[src/rtl/bit_serializer.sv]
// -----------------------------------------------------------------------------
// bit_serializer
//
// Parallel-to-serial front end for the serial sequence-detector path. Words of
// WIDTH bits are accepted over a valid/ready handshake and sent out one bit per
// clock on x. A one-word holding buffer lets back-to-back words stream with no
// gap bits. While idle, x rests at 1, which is the detector's neutral level.
//
// Parameters
//   WIDTH      word width in bits (>= 2)
//   MSB_FIRST  1: bit WIDTH-1 goes out first, 0: bit 0 goes out first
//
// Ports
//   clk        rising-edge clock
//   reset      synchronous, active-high reset
//   din        word to serialize
//   din_valid  din holds a valid word
//   din_ready  a word can be accepted this cycle (low while reset is high)
//   x          serial bit to the detector, 1 when idle (registered)
//   x_valid    x carries a word bit this cycle (registered)
//   word_end   high during the last bit of each word (registered)
// -----------------------------------------------------------------------------
module bit_serializer #(
   parameter int WIDTH     = 8,
   parameter bit MSB_FIRST = 1'b1
) (
   input  logic             clk,
   input  logic             reset,
   input  logic [WIDTH-1:0] din,
   input  logic             din_valid,
   output logic             din_ready,
   output logic             x,
   output logic             x_valid,
   output logic             word_end
);

   localparam int            CW       = (WIDTH > 1) ? $clog2(WIDTH) : 1;
   localparam logic [CW-1:0] LAST_CNT = CW'(WIDTH - 1);
   localparam logic [CW-1:0] CNT_ONE  = CW'(1);

   typedef enum logic [0:0] {
      IDLE  = 1'b0,
      SHIFT = 1'b1
   } state_t;

   state_t           state_r;
   logic [CW-1:0]    cnt_r;
   logic [WIDTH-1:0] sreg_r;
   logic [WIDTH-1:0] hold_r;
   logic             hold_full_r;

   logic             last_s;
   logic             need_s;
   logic             acc_s;
   logic             have_word_s;
   logic [WIDTH-1:0] word_s;
   logic             store_din_s;
   logic [CW-1:0]    cnt_nxt_s;

   // Bit that goes on the line first out of a word, per the bit order.
   function automatic logic first_bit(input logic [WIDTH-1:0] w);
      return MSB_FIRST ? w[WIDTH-1] : w[0];
   endfunction

   // Shift a word so that its next bit sits where first_bit() looks.
   function automatic logic [WIDTH-1:0] advance(input logic [WIDTH-1:0] w);
      return MSB_FIRST ? {w[WIDTH-2:0], 1'b0} : {1'b0, w[WIDTH-1:1]};
   endfunction

   // Handshake: ready whenever the holding buffer is empty and not in reset.
   assign din_ready = !hold_full_r && !reset;

   // Decode word boundary, pick the next word source and decide whether din is buffered.
   always_comb begin
      last_s      = (state_r == SHIFT) && (cnt_r == LAST_CNT);
      need_s      = (state_r == IDLE) || last_s;
      acc_s       = din_valid && din_ready;
      cnt_nxt_s   = cnt_r + CNT_ONE;
      have_word_s = 1'b0;
      word_s      = hold_r;
      if (hold_full_r) begin
         // Buffered word always goes first so ordering is preserved.
         have_word_s = 1'b1;
         word_s      = hold_r;
      end else if (acc_s) begin
         have_word_s = 1'b1;
         word_s      = din;
      end else begin
         have_word_s = 1'b0;
         word_s      = hold_r;
      end
      // din is buffered only when it is not loaded straight into the shifter.
      if (acc_s && !(need_s && !hold_full_r)) begin
         store_din_s = 1'b1;
      end else begin
         store_din_s = 1'b0;
      end
   end

   // Serializer FSM, holding buffer and registered line outputs.
   always_ff @(posedge clk) begin
      if (reset) begin
         state_r     <= IDLE;
         cnt_r       <= '0;
         sreg_r      <= '0;
         hold_r      <= '0;
         hold_full_r <= 1'b0;
         x           <= 1'b1;
         x_valid     <= 1'b0;
         word_end    <= 1'b0;
      end else begin
         if (need_s) begin
            if (have_word_s) begin
               // Load: first bit goes out next cycle, remaining bits stay in sreg.
               state_r  <= SHIFT;
               cnt_r    <= '0;
               sreg_r   <= advance(word_s);
               x        <= first_bit(word_s);
               x_valid  <= 1'b1;
               word_end <= 1'b0;
            end else begin
               state_r  <= IDLE;
               cnt_r    <= cnt_r;
               sreg_r   <= sreg_r;
               x        <= 1'b1;
               x_valid  <= 1'b0;
               word_end <= 1'b0;
            end
         end else begin
            state_r  <= SHIFT;
            cnt_r    <= cnt_nxt_s;
            sreg_r   <= advance(sreg_r);
            x        <= first_bit(sreg_r);
            x_valid  <= 1'b1;
            word_end <= (cnt_nxt_s == LAST_CNT);
         end

         // A new word cannot arrive while the buffer is full, so these never collide.
         if (need_s && hold_full_r) begin
            hold_r      <= hold_r;
            hold_full_r <= 1'b0;
         end else if (store_din_s) begin
            hold_r      <= din;
            hold_full_r <= 1'b1;
         end else begin
            hold_r      <= hold_r;
            hold_full_r <= hold_full_r;
         end
      end
   end

endmodule

[config.mk]
export PLATFORM = sky130hd
export DESIGN_NAME = bit_serializer
export DESIGN_NICKNAME = d
export VERILOG_FILES = /design/src/rtl/bit_serializer.sv
export SDC_FILE = /design/constraint.sdc
export NUM_CORES = 1
export LEC_CHECK = 0
export ABC_CLOCK_PERIOD_IN_PS = 1600
export BUFFER_PORTS_ARGS = -buffer_cell sky130_fd_sc_hd__buf_2
export CAP_MARGIN = 20
export CORE_ASPECT_RATIO = 0.7
export CORE_MARGIN = 2
export CORE_UTILIZATION = 38
export CTS_BUF_LIST = sky130_fd_sc_hd__clkbuf_4 sky130_fd_sc_hd__clkbuf_8
export DETAILED_ROUTE_END_ITERATION = 8
export HOLD_SLACK_MARGIN = 0.12
export PLACE_DENSITY = 0.66
export SYNTH_ARGS = -nofsm -noshare
export SYNTH_HDL_FRONTEND = slang
export SYNTH_SLANG_ARGS = --single-unit
[constraint.sdc]
create_clock -name clk -period 1.6 [get_ports clk]
set_clock_uncertainty 0.15 [all_clocks]
set_input_delay 0.24 -clock clk [delete_from_list [all_inputs] [get_ports clk]]
set_output_delay 0.24 -clock clk [all_outputs]
set_load 0.05 [all_outputs]
Word level (Yosys, flattened, before mapping)
Index checks and enable logic that the tools add are counted.

word-level totals
  bits in registers = 22
  input port bits = 11
  output and inout port bits = 4
  word-level logic and storage cells = 39

cells by class
  $add $sub $neg = 1
  equality and inequality tests = 3
  multiplexer cells = 13
  bitwise logic cells = 2
  reduce and logical (&&, ||, !) cells = 13

operators with widths
  cell                 count
  $mux 8               4
  $mux 1               7
  $eq 3x3->1 const B   2
  $logic_and 1x1->1    6
  $mux 3               2
  $reduce_or 2->1      2
  $add 3x1->3 const B  1
  $logic_not 1->1      3
  $ne 2x1->1 const B   1
  $not 1->1            2
  $reduce_and 2->1     1
  $logic_or 1x1->1     1

Logic depth before layout (Yosys ltp)
Gate-level depths: netlist of the first run.

  depth in word-level cells = 8
  gate-level depth with buffers = 8
  mapped depth without buffers = 6

Worst setup path after synthesis of the first run
OpenSTA, ideal clock, no wires.

  kind = reg-to-reg
  from = register state_r
  to = register sreg_r[3]
  library setup time = 0.060 ns
  arrival time = 1.594 ns
  setup slack = -0.204 ns
  cell stages (with the launch flop) = 7
  cell sequence = dfxtp_1 > nor2b_1 > buf_2 > buf_2 > nor2_1 > a211oi_1 > a22o_1

between the ends
  longest elaborated chain between the ends = 3

ends and longest elaborated chain
  what                                                   RTL line  source
  from (decl)                                            46        state_t state_r;
  from (signal assigned)                                 103       state_r <= IDLE;
  from (signal assigned)                                 115       state_r <= SHIFT;
  from (signal assigned)                                 122       state_r <= IDLE;
  $logic_and 1x1->1 / $not 1->1 (equally long branches)  75, 76
  $logic_or 1x1->1 (*)                                   76        need_s = (state_r == IDLE) || last_s;
  $ne 2x1->1 (no line) / $mux 8 (equally long branches)  n/a
  to (signal assigned)                                   117       sreg_r <= advance(word_s);
  to (signal assigned)                                   124       sreg_r <= sreg_r;
  to (signal assigned)                                   132       sreg_r <= advance(sreg_r);
  to (decl)                                              48        logic [WIDTH-1:0] sreg_r;

Mark *: on every way between the ends. The rest lies on a longest branch, timed or not.
A chain may end at the register's enable or synchronous reset.

Worst setup path after layout of the first run
  from = register cnt_r[0]
  to = register sreg_r[7]

between the ends
  longest elaborated chain between the ends = 4

ends and longest elaborated chain
  what                                                   RTL line  source
  from (decl)                                            47        logic [CW-1:0] cnt_r;
  from (signal assigned)                                 123       cnt_r <= cnt_r;
  from (signal assigned)                                 131       cnt_r <= cnt_nxt_s;
  $eq 3x3->1 (*)                                         75        last_s = (state_r == SHIFT) && (cnt_r == LAST_CNT);
  $logic_and 1x1->1 (*)                                  75
  $logic_or 1x1->1 (*)                                   76
  $ne 2x1->1 (no line) / $mux 8 (equally long branches)  n/a

Marked as above.

==> metrics.log, run 1 <==
[metrics] starting utilization of the core area: 39.85%
[metrics] number of H-tree levels: 1
[metrics] Sw Share: 26.84%
[metrics] sequential area share after synthesis: 45.30%
[metrics] synth unique cells: 23
[metrics] CTS root buf: clkbuf_4
[metrics] required time reported for the critical path endpoint: 1670 ps
[metrics] GRT Residual Overflow: 0
[metrics] count of antenna diodes in the layout: 0
[metrics] CTS tree: yes
[metrics] maximum fanout encountered on the critical timing path: 5
[metrics] type of the setup path with the least slack: reg -> reg
[metrics] worst vdd ir: 0.7403 mV
[metrics] RSZ-0062 raised after global routing: yes
[metrics] max-slew violation count: 0
[metrics] type of the tightest min-delay check: in -> reg
[metrics] Final WS setup: -64.62 ps
[metrics] Pwr per Cell Area: 871.6 mW/mm^2
[metrics] synthesized netlist cell count: 116
[metrics] Syn Nets: 130
[metrics] number of nets with antenna violations after detailed routing: 0
[metrics] post-layout net count: 171
[metrics] boundary pin count: 15
[metrics] commonest cells after routing, fill and taps aside: dfxtp_1, nand2_1, buf_2
[metrics] count of flip-flops with a built-in enable after synthesis: 0
[metrics] final critical path time including I/O delays and setup: 1665 ps
[metrics] warning count from the yosys run: 0
[metrics] switching pwr: 355.9 uW
[metrics] Detail Placement HPWL: 1.577 mm
[metrics] final setup fails: 9
[metrics] core occupancy in the finished layout: 62.36%
[metrics] Clk pin slew, worst setup/hold paths: 120 ps
[metrics] vias in the first global route: 890
[metrics] First DRT Iteration DRCs: 40
[metrics] share of synthesized registers carrying an async set or reset: 0%
[metrics] post-synth design cell area: 972.2 sq um
[metrics] Area Overhead vs Synth: 56.50%
[metrics] Clock Tree Buf Depth: 2
[metrics] leading cell type in the layout, fill and taps excluded: dfxtp_1
[metrics] proportion of power drawn by flip-flops and latches: 45.3%
[metrics] Total Wirelength: 2.825 mm
[metrics] antenna violations before repair: 0
[metrics] post-synthesis register bit count: 22
[metrics] DRC violations left: 0
[metrics] kind of end point of the critical path: flop
[metrics] Tot GR Track Use: 19.35%
[metrics] die outline area: 0.002986 sq mm
[metrics] IO buf count: 14
[metrics] final estimated routing congestion in global placement: 0.7391
[metrics] height of the die: 46.32 um
[metrics] smallest hold slack: 208.3 ps
[metrics] Cell Rows: 15
[metrics] fmax: 600.7 MHz
[metrics] type of element launching the critical path: flop
[metrics] clk sink count: 22
[metrics] Period Utilization, post-route: 104.0%
[metrics] core box area: 0.002440 sq mm
[metrics] number of fillers in the final layout: 201
[metrics] syn_area_per_cell: 8.381 sq um
[metrics] maxcap violations: 0
[metrics] number of CTS-inserted buffers: 3
[metrics] max_slew headroom: 74.54%
[metrics] Setup WS pre-CTS: -79.77 ps
[metrics] run status: finished, violations left
[metrics] slew at the pin closest to its max-slew limit: 379.1 ps
[metrics] first-pass GRT wire length: 4.284 mm
[metrics] worst-case register-to-register setup slack: -60 ps
[metrics] Design Power: 1326 uW
[metrics] internal power: 970.2 uW
[metrics] dominant synthesized flop cell: dfxtp_1
[metrics] largest net degree at the start of global routing: 15
[metrics] Pre-Repair DR Iteration Count: 4
[metrics] part of the total power dissipated in combinational logic: 22.5%
[metrics] reported leakage power: 0.0005980 uW
[metrics] Avg WL per Cell: 14.87 um
[metrics] violated checks: setup timing
[metrics] Chip Width: 64.46 um
[metrics] clock latency reported for the late side of the worst-skew pair: 320 ps
[metrics] vias after detailed routing: 958
[metrics] Clk pwr share: 32.2%
[metrics] arrival time of data at the critical path endpoint: 1740 ps
[metrics] fraction of layout cells with a size suffix above 1: 44.23%
[metrics] average via count per standard cell: 5.042
[metrics] count of final hold-check violations: 0
==> flip-flops by register name (all words and copies together), names as in the netlist <==
name	cells
hold_r	8
sreg_r	7
cnt_r	3
hold_full_r	1
state_r	1
word_end	1
x	1
==> final timing paths <==
path	from	endpoint	cells after the start
max reg2reg	cnt_r[0]	sreg_r[7]	7
min	reset	hold_r[2]	3
min reg2reg	hold_r[7]	hold_r[7]	2
max	cnt_r[0]	sreg_r[7]	7
==> layout make-up <==
cell class              count  area, sq um  share of cell area (%)
flip-flops and latches     22        444.2                   29.19
clock buffers               3        22.52                   1.480
clock inverters             1        30.03                   1.974
inverters                   3        11.26                  0.7401
well taps                  34        42.54                   2.796
repair buffers             42        336.6                   22.12
multi-input cells          85        634.4                   41.69
==> worst max-delay path, cell delays in order, from the launching register on <==
cell and delay [ps]:
dfxtp_2 360, ha_4 170, ha_4 170, nand2b_4 160, buf_4 170, nor2_2 130, a211oi_2 70, a22o_1 200
==> cell usage after synthesis, types with 2 or more instances <==
cell type  number  area [sq um]
dfxtp_1        22         440.4
nor2_1         21         78.83
nand2_1        18         67.56
a21oi_1        11         55.05
nor3_1          8         40.04
a211oi_1        6         45.04
a22o_1          6         52.55
buf_2           3         15.01
ha_1            3         37.54
inv_1           3         11.26
nand2b_1        2         12.51
nor3_2          2         20.02
==> cell families after synthesis <==
logic type                 Yosys count  share of synthesized area [%]
muxes                                1                          1.030
DFF                                 22                          45.30
adders and majority gates            3                          3.861
and+or+nand+nor                     54                          26.38
buffers and inverters                9                          4.246
AOI/OAI and AO/OA                   27                          19.18
==> power by group through the flow <==
stage                     Combinational [uW]  Sequential [uW]  Clock [uW]
after floorplan                          120              618           0
after global placement                   208              605           0
after detailed placement                 211              606           0
after CTS                                267              596         434
after global routing                     320              604         453
final                                    298              601         427
==> repair_timing <==
action,CTS,global route
endpoints found under the hold margin,10,0
gates resized for setup,24,13
setup buffers,0,1
hold buffers,10,0
cloned,2,0
pin swaps,3,8
setup endpoints to repair,18,18
==> metrics by stage <==
stage	setup TNS [ps]	instances	area (sq um)
after floorplan	0	116	994.7
final	-248.9	190	1521
after global routing	-798.8	190	1521
after CTS	0	189	1470
after global placement	-506.2	174	1200
after detailed placement	-660.6	174	1200
==> routing by layer <==
layer	wire length, um	track usage [%]	up-vias
li1	-	-	479
met3	120	5.134	8
met5	0	0	-
met1	1302	24.48	444
met2	1322	31.25	27
met4	80	9.787	0
Power figures use the tool's default switching activity.
==> run 2: changes to the inputs <==
--- a/config.mk
+++ b/config.mk
@@ -14,7 +14,7 @@
 export CTS_BUF_LIST = sky130_fd_sc_hd__clkbuf_4 sky130_fd_sc_hd__clkbuf_8
 export DETAILED_ROUTE_END_ITERATION = 8
 export HOLD_SLACK_MARGIN = 0.12
-export PLACE_DENSITY = 0.66
+export PLACE_DENSITY = 0.56
 export SYNTH_ARGS = -nofsm -noshare
 export SYNTH_HDL_FRONTEND = slang
 export SYNTH_SLANG_ARGS = --single-unit
==> constraint.sdc (replaced) <==
create_clock -name clk -period 1.6 [get_ports clk]
set_clock_uncertainty 0.15 [all_clocks]
set_input_delay 0.32 -clock clk [delete_from_list [all_inputs] [get_ports clk]]
set_output_delay 0.32 -clock clk [all_outputs]
set_load 0.05 [all_outputs]
==> metrics.log, run 2 (synthesized netlist as in run 1, its figures left out) <==
[metrics] worst hold stages: 3 (unchanged)
[metrics] leading cell type in the layout, fill and taps excluded: dfxtp_1 (unchanged)
[metrics] Clock Tree Buf Depth: 2 (unchanged)
[metrics] number of nets with antenna violations after detailed routing: 0 (unchanged)
[metrics] Tot GR Track Use: 18.06% (was 19.35%)
[metrics] CTS root buf: clkbuf_4 (unchanged)
[metrics] type of the tightest min-delay check: in -> reg (unchanged)
[metrics] Worst Reg-to-Reg Cells: 7 (unchanged)
[metrics] required time reported for the critical path endpoint: 1720 ps (was 1670 ps)
[metrics] largest net degree at the start of global routing: 15 (unchanged)
[metrics] registers with the most flip-flops: hold_r x8, sreg_r x7, cnt_r x3 (unchanged)
[metrics] average via count per standard cell: 4.974 (was 5.042)
[metrics] arrival time of data at the critical path endpoint: 1740 ps (about the same)
[metrics] die outline area: 0.002986 sq mm (unchanged)
[metrics] fraction of layout cells with a size suffix above 1: 43.87% (was 44.23%)
[metrics] count of antenna diodes in the layout: 0 (unchanged)
[metrics] worst flop-to-flop path startpoint: cnt_r[0] (unchanged)
[metrics] Avg WL per Cell: 13.07 um (was 14.87 um)
[metrics] vias after detailed routing: 940 (was 958)
[metrics] final critical path time including I/O delays and setup: 1624 ps (was 1665 ps)
[metrics] Clk pin slew, worst setup/hold paths: 130 ps (was 120 ps)
[metrics] Final WS setup: -23.80 ps (was -64.62 ps)
[metrics] Hold Path End: hold_r[1] (was hold_r[2])
[metrics] starting utilization of the core area: 39.85% (unchanged)
[metrics] fmax: 615.8 MHz (was 600.7 MHz)
[metrics] vias in the first global route: 847 (was 890)
[metrics] register ranked first by flip-flop count: hold_r (unchanged)
[metrics] violated checks: setup timing (unchanged)
[metrics] number of H-tree levels: 1 (unchanged)
[metrics] first-pass GRT wire length: 3.960 mm (was 4.284 mm)
[metrics] type of element launching the critical path: flop (unchanged)
[metrics] Area Overhead vs Synth: 55.34% (was 56.50%)
[metrics] max_slew headroom: 72.65% (was 74.54%)
[metrics] Chip Width: 64.46 um (unchanged)
[metrics] launch instance of the worst min-delay path: reset (unchanged)
[metrics] commonest cells after routing, fill and taps aside: dfxtp_1, nor2_1, nand2_1 (was dfxtp_1, nand2_1, buf_2)
[metrics] maxcap violations: 0 (unchanged)
[metrics] antenna violations before repair: 0 (unchanged)
[metrics] maximum fanout encountered on the critical timing path: 8 (was 5)
[metrics] type of the setup path with the least slack: reg -> reg (unchanged)
[metrics] IO buf count: 14 (unchanged)
[metrics] Period Utilization, post-route: 101.5% (was 104.0%)
[metrics] DRC violations left: 0 (unchanged)
[metrics] GRT Residual Overflow: 0 (unchanged)
[metrics] flip-flop count of the largest register after layout: 8 (unchanged)
[metrics] Cell Rows: 15 (unchanged)
[metrics] post-layout net count: 170 (was 171)
[metrics] final estimated routing congestion in global placement: 0.7028 (was 0.7391)
[metrics] Pwr per Cell Area: 863.6 mW/mm^2 (was 871.6 mW/mm^2)
[metrics] boundary pin count: 15 (unchanged)
[metrics] number of CTS-inserted buffers: 3 (unchanged)
[metrics] worst vdd ir: 0.5810 mV (was 0.7403 mV)
[metrics] Detail Placement HPWL: 1.631 mm (was 1.577 mm)
[metrics] Pre-Repair DR Iteration Count: 4 (unchanged)
[metrics] Worst R2R End: sreg_r[4] (was sreg_r[7])
[metrics] clk sink count: 22 (unchanged)
[metrics] First DRT Iteration DRCs: 33 (was 40)
[metrics] RSZ-0062 raised after global routing: yes (unchanged)
[metrics] Total Wirelength: 2.471 mm (was 2.825 mm)
[metrics] run status: finished, violations left (unchanged)
[metrics] kind of end point of the critical path: flop (unchanged)
[metrics] worst-case register-to-register setup slack: -20 ps (was -60 ps)
[metrics] count of final hold-check violations: 0 (unchanged)
[metrics] CTS tree: yes (unchanged)
[metrics] height of the die: 46.32 um (unchanged)
[metrics] core box area: 0.002440 sq mm (unchanged)
[metrics] final setup fails: 4 (was 9)
[metrics] slew at the pin closest to its max-slew limit: 407.1 ps (was 379.1 ps)
[metrics] Design Power: 1304 uW (was 1326 uW)
[metrics] max-slew violation count: 0 (unchanged)
[metrics] reported leakage power: 0.0005949 uW (was 0.0005980 uW)
[metrics] clock latency reported for the late side of the worst-skew pair: 310 ps (was 320 ps)
[metrics] Post-Route Setup TNS: -51.42 ps (was -248.9 ps)
==> run 2: layout make-up <==
| class | count | area (sq um) |
|---|---|---|
| clock buffer | 3 | 22.52 |
| clock inverter | 1 | 30.03 |
| fill | 210 | 929.6 |
| inverter | 3 | 11.26 |
| multi-input combinational | 85 | 628.1 |
| sequential | 22 | 445.4 |
| tap | 34 | 42.54 |
| timing repair buffer | 41 | 330.3 |
==> run 2: critical path, cell delays in order, from the launching register on <==
cell,delay (ps)
dfxtp_2,360
ha_4,160
ha_4,160
nor2b_4,170
buf_6,150
nor2_1,50
a211oi_2,220
a22o_1,150
==> run 2: layer usage <==
metal | track usage (%) | part of all wire [%]
met2 | 30.21 | 47
met1 | 23.70 | 48
met3 | 5.134 | 4.9
met5 | 0 | 0
met4 | 3.830 | 0.53
==> run 2: where the power goes <==
group / switching [uW] / internal (uW)
combinational: 152 / 134
sequential: 17.7 / 577
clock: 170 / 253
total: 340 / 964
==> run 2: stage by stage <==
stage	instance area (sq um)	cells	utilization (%)	setup WS, ps	hold WS, ps
after floorplan	994.7	116	-	2.705	286.2
after global placement	1215	176	49.79	-122.9	291.5
after detailed placement	1215	176	49.79	-141.9	297.8
after CTS	1444	188	59.18	0.8699	235.4
after global routing	1510	189	61.90	-68.76	240.1
final	1510	189	61.90	-23.80	247.6
==> run 2: repair_timing <==
action / 4_1_cts / 5_1_grt
hold endpoints to repair: 8 / 0
endpoints found under the setup margin: 19 / 19
pin swaps: 4 / 10
hold buffers: 8 / 0
gates resized for setup: 22 / 16
setup buffers: 0 / 1
gates cloned: 1 / 0
==> run 2: worst max path at each step <==
stage,startpoint,end,slack [ps],cells after the start
after global placement,cnt_r[1],sreg_r[4],-120,7
after CTS,cnt_r[0],cnt_r[0],0.9,8
after detailed placement,cnt_r[1],sreg_r[4],-140,7
after global routing,cnt_r[0],sreg_r[4],-70,7
final,cnt_r[0],sreg_r[4],-20,7
after floorplan,cnt_r[1],sreg_r[3],3,7
==> run 3: changes to the inputs <==
--- a/config.mk
+++ b/config.mk
@@ -5,6 +5,7 @@
 export SDC_FILE = /design/constraint.sdc
 export NUM_CORES = 1
 export LEC_CHECK = 0
+export ABC_AREA = 1
 export ABC_CLOCK_PERIOD_IN_PS = 1600
 export BUFFER_PORTS_ARGS = -buffer_cell sky130_fd_sc_hd__buf_2
 export CAP_MARGIN = 20
==> metrics.log, run 3 <==
[metrics] run status: finished, final reports clean (was finished, violations left)
[metrics] Clock Tree Buf Depth: 2 (unchanged)
[metrics] clock latency reported for the late side of the worst-skew pair: 270 ps (was 310 ps)
[metrics] post-synthesis register bit count: 22 (unchanged)
[metrics] final critical path time including I/O delays and setup: 1546 ps (was 1624 ps)
[metrics] Avg WL per Cell: 11.09 um (was 13.07 um)
[metrics] GRT Residual Overflow: 0 (unchanged)
[metrics] number of CTS-inserted buffers: 3 (unchanged)
[metrics] Detail Placement HPWL: 1.763 mm (was 1.631 mm)
[metrics] Clk pwr share: 37.9% (was 32.5%)
[metrics] largest net degree at the start of global routing: 23 (was 15)
[metrics] proportion of power drawn by flip-flops and latches: 43.3% (was 45.6%)
[metrics] First DRT Iteration DRCs: 67 (was 33)
[metrics] final estimated routing congestion in global placement: 0.7780 (was 0.7028)
[metrics] register ranked first by flip-flop count: hold_r (unchanged)
[metrics] max_slew headroom: 83.49% (was 72.65%)
[metrics] sequential area share after synthesis: 39.20% (was 45.30%)
[metrics] Clk pin slew, worst setup/hold paths: 90 ps (was 130 ps)
[metrics] type of the tightest min-delay check: in -> reg (unchanged)
[metrics] Post-Layout Inst Area: 0.001458 sq mm (was 0.001510 sq mm)
[metrics] dominant synthesized flop cell: dfxtp_1 (unchanged)
[metrics] Total Wirelength: 2.429 mm (was 2.471 mm)
[metrics] die outline area: 0.003415 sq mm (was 0.002986 sq mm)
[metrics] fraction of layout cells with a size suffix above 1: 30.05% (was 43.87%)
[metrics] commonest cells after routing, fill and taps aside: nand2_1, inv_1, nand3_1 (was dfxtp_1, nor2_1, nand2_1)
[metrics] switching pwr: 349.3 uW (was 339.8 uW)
[metrics] clk sink count: 22 (unchanged)
[metrics] warning count from the yosys run: 0 (unchanged)
[metrics] slew at the pin closest to its max-slew limit: 249.4 ps (was 407.1 ps)
[metrics] worst vdd ir: 0.5657 mV (was 0.5810 mV)
[metrics] number of placed instances, taps included: 211 (was 176)
[metrics] Sw Share: 25.50% (was 26.05%)
[metrics] IO buf count: 14 (unchanged)
[metrics] Area Overhead vs Synth: 29.73% (was 55.34%)
[metrics] height of the die: 49.50 um (was 46.32 um)
[metrics] maxcap violations: 0 (unchanged)
[metrics] leading cell type in the layout, fill and taps excluded: nand2_1 (was dfxtp_1)
[metrics] Chip Width: 68.99 um (was 64.46 um)
[metrics] DRC violations left: 0 (unchanged)
[metrics] number of nets with antenna violations after detailed routing: 0 (unchanged)
[metrics] library cell occupying the most area in the post-synthesis netlist: dfxtp_1 (unchanged)
[metrics] Post-Route Setup TNS: 0 ps (was -51.42 ps)
[metrics] fmax: 646.9 MHz (was 615.8 MHz)
[metrics] type of the setup path with the least slack: reg -> reg (unchanged)
[metrics] part of the total power dissipated in combinational logic: 18.8% (was 21.9%)
[metrics] final setup fails: 0 (was 4)
[metrics] Pwr per Cell Area: 939.8 mW/mm^2 (was 863.6 mW/mm^2)
[metrics] CTS tree: yes (unchanged)
[metrics] reported leakage power: 0.0006546 uW (was 0.0005949 uW)
[metrics] worst flop-to-flop path startpoint: cnt_r[0] (unchanged)
[metrics] core box area: 0.002803 sq mm (was 0.002440 sq mm)
[metrics] antenna violations before repair: 0 (unchanged)
[metrics] RSZ-0062 raised after global routing: no (was yes)
[metrics] share of the synthesized area in the top cell type: 39.20% (was 45.30%)
[metrics] required time reported for the critical path endpoint: 1650 ps (was 1720 ps)
[metrics] synth unique cells: 20 (was 23)
[metrics] count of non-filler cells in the finished layout: 219 (was 189)
[metrics] Pre-Repair DR Iteration Count: 4 (unchanged)
[metrics] maximum fanout encountered on the critical timing path: 4 (was 8)
[metrics] internal power: 1021 uW (was 964.5 uW)
[metrics] number of H-tree levels: 1 (unchanged)
[metrics] count of antenna diodes in the layout: 0 (unchanged)
[metrics] average via count per standard cell: 4.653 (was 4.974)
[metrics] vias after detailed routing: 1019 (was 940)
[metrics] post-layout net count: 198 (was 170)
[metrics] first-pass GRT wire length: 4.043 mm (was 3.960 mm)
[metrics] Cell Rows: 16 (was 15)
[metrics] most numerous cell types in the synthesized netlist: nand2_1, inv_1, dfxtp_1 (was dfxtp_1, nor2_1, nand2_1)
[metrics] post-synth design cell area: 0.001124 sq mm (was 972.2 sq um)
[metrics] flip-flop count of the largest register after layout: 8 (unchanged)
[metrics] critical path launch point: cnt_r[0] (unchanged)
[metrics] starting utilization of the core area: 40.09% (was 39.85%)
[metrics] Period Utilization, post-route: 96.62% (was 101.5%)
[metrics] max-slew violation count: 0 (unchanged)
[metrics] most common cell in the synthesized netlist: nand2_1 (was dfxtp_1)
[metrics] launch instance of the worst min-delay path: din[2] (was reset)
[metrics] kind of end point of the critical path: flop (unchanged)
[metrics] boundary pin count: 15 (unchanged)
[metrics] syn_area_per_cell: 7.157 sq um (was 8.381 sq um)
[metrics] registers with the most flip-flops: hold_r x8, sreg_r x7, cnt_r x3 (unchanged)
[metrics] count of flip-flops with a built-in enable after synthesis: 0 (unchanged)
[metrics] synthesized netlist cell count: 157 (was 116)
[metrics] Syn Nets: 171 (was 130)
[metrics] count of final hold-check violations: 0 (unchanged)
[metrics] CTS root buf: clkbuf_8 (was clkbuf_4)
[metrics] Tot GR Track Use: 15.57% (was 18.06%)
[metrics] cell area after placement: 0.001294 sq mm (was 0.001215 sq mm)
[metrics] arrival time of data at the critical path endpoint: 1600 ps (was 1740 ps)
[metrics] share of synthesized registers carrying an async set or reset: 0% (unchanged)
[metrics] vias in the first global route: 922 (was 847)
[metrics] type of element launching the critical path: flop (unchanged)
[metrics] Area contributors post-synth: dfxtp_1, nand2_1, nand3_1 (was dfxtp_1, nor2_1, nand2_1)
run 3: cell count changes after synthesis, sizes merged, moves of 2 or more:
cell,before,now
inv,3,25
nand3,0,21
nand2,18,31
a21oi,11,22
nor3,10,0
a211oi,6,0
a22o,6,0
o21ai,1,6
nor2,21,18
nand2b,2,0
run 3: critical path, cell delays in order (launching register included):
cell and delay, ps:
dfxtp_2 350, ha_4 150, ha_2 160, inv_2 60, nand2_4 80, buf_4 150
buf_4 140, nor2_1 90, a21oi_1 50, a21oi_1 120
run 3: cell type report:
type	count	area [sq um]
multi-input combinational	103	564.3
inverter	25	98.84
clock buffer	3	41.29
sequential	22	444.2
clock inverter	1	30.03
fill	272	1345
timing repair buffer	29	234.0
tap	36	45.04
run 3: worst paths after layout:
check               to  slack (ps)  depth (start not counted)
max          sreg_r[2]          50                          9
max reg2reg  sreg_r[2]          50                          9
min          hold_r[2]         160                          3
min reg2reg  hold_r[6]         310                          2
run 3: layer usage:
layer  vias to the layer above  part of all wire (%)  GRT usage [%]
met3                         2                   5.1          4.795
met4                         0                  0.33          1.961
met5                         -                     0              0
met2                        26                    44          23.72
met1                       443                    51          22.22
li1                        548                     -              -
run 3: stage by stage:
stage | total power (uW) | setup slack, ps | utilization, % | hold slack, ps
finish | 1370 | 54.10 | 52.01 | 157.6
global route | 1444 | 4.660 | 52.01 | 158.8
CTS | 1357 | 19.10 | 49.02 | 156.0
detailed placement | 835.5 | -101.3 | 46.16 | 301.1
global placement | 830.7 | 8.817 | 46.16 | 300.0
floorplan | 768.6 | -16.73 | - | 288.7
run 3: cell families after synthesis:
family / synth area share (%)
AOI/OAI and AO/OA: 15.81
DFF: 39.20
adders and majority gates: 3.341
and+or+nand+nor: 28.29
buffers and inverters: 13.36
run 3: power by group through the flow:
stage | clock, uW | combinational (uW) | sequential [uW]
global placement | 0 | 229 | 602
floorplan | 0 | 153 | 615
finish | 519 | 258 | 593
detailed placement | 0 | 233 | 603
global route | 561 | 287 | 596
CTS | 530 | 237 | 590
run 3: timing repair:
item / CTS / global route
setup endpoints to repair: 16 / 19
pin swaps: 2 / 8
buffers inserted: 0 / 4
hold buffers: 0 / 0
gates resized for setup: 3 / 14
cloned: 0 / 0
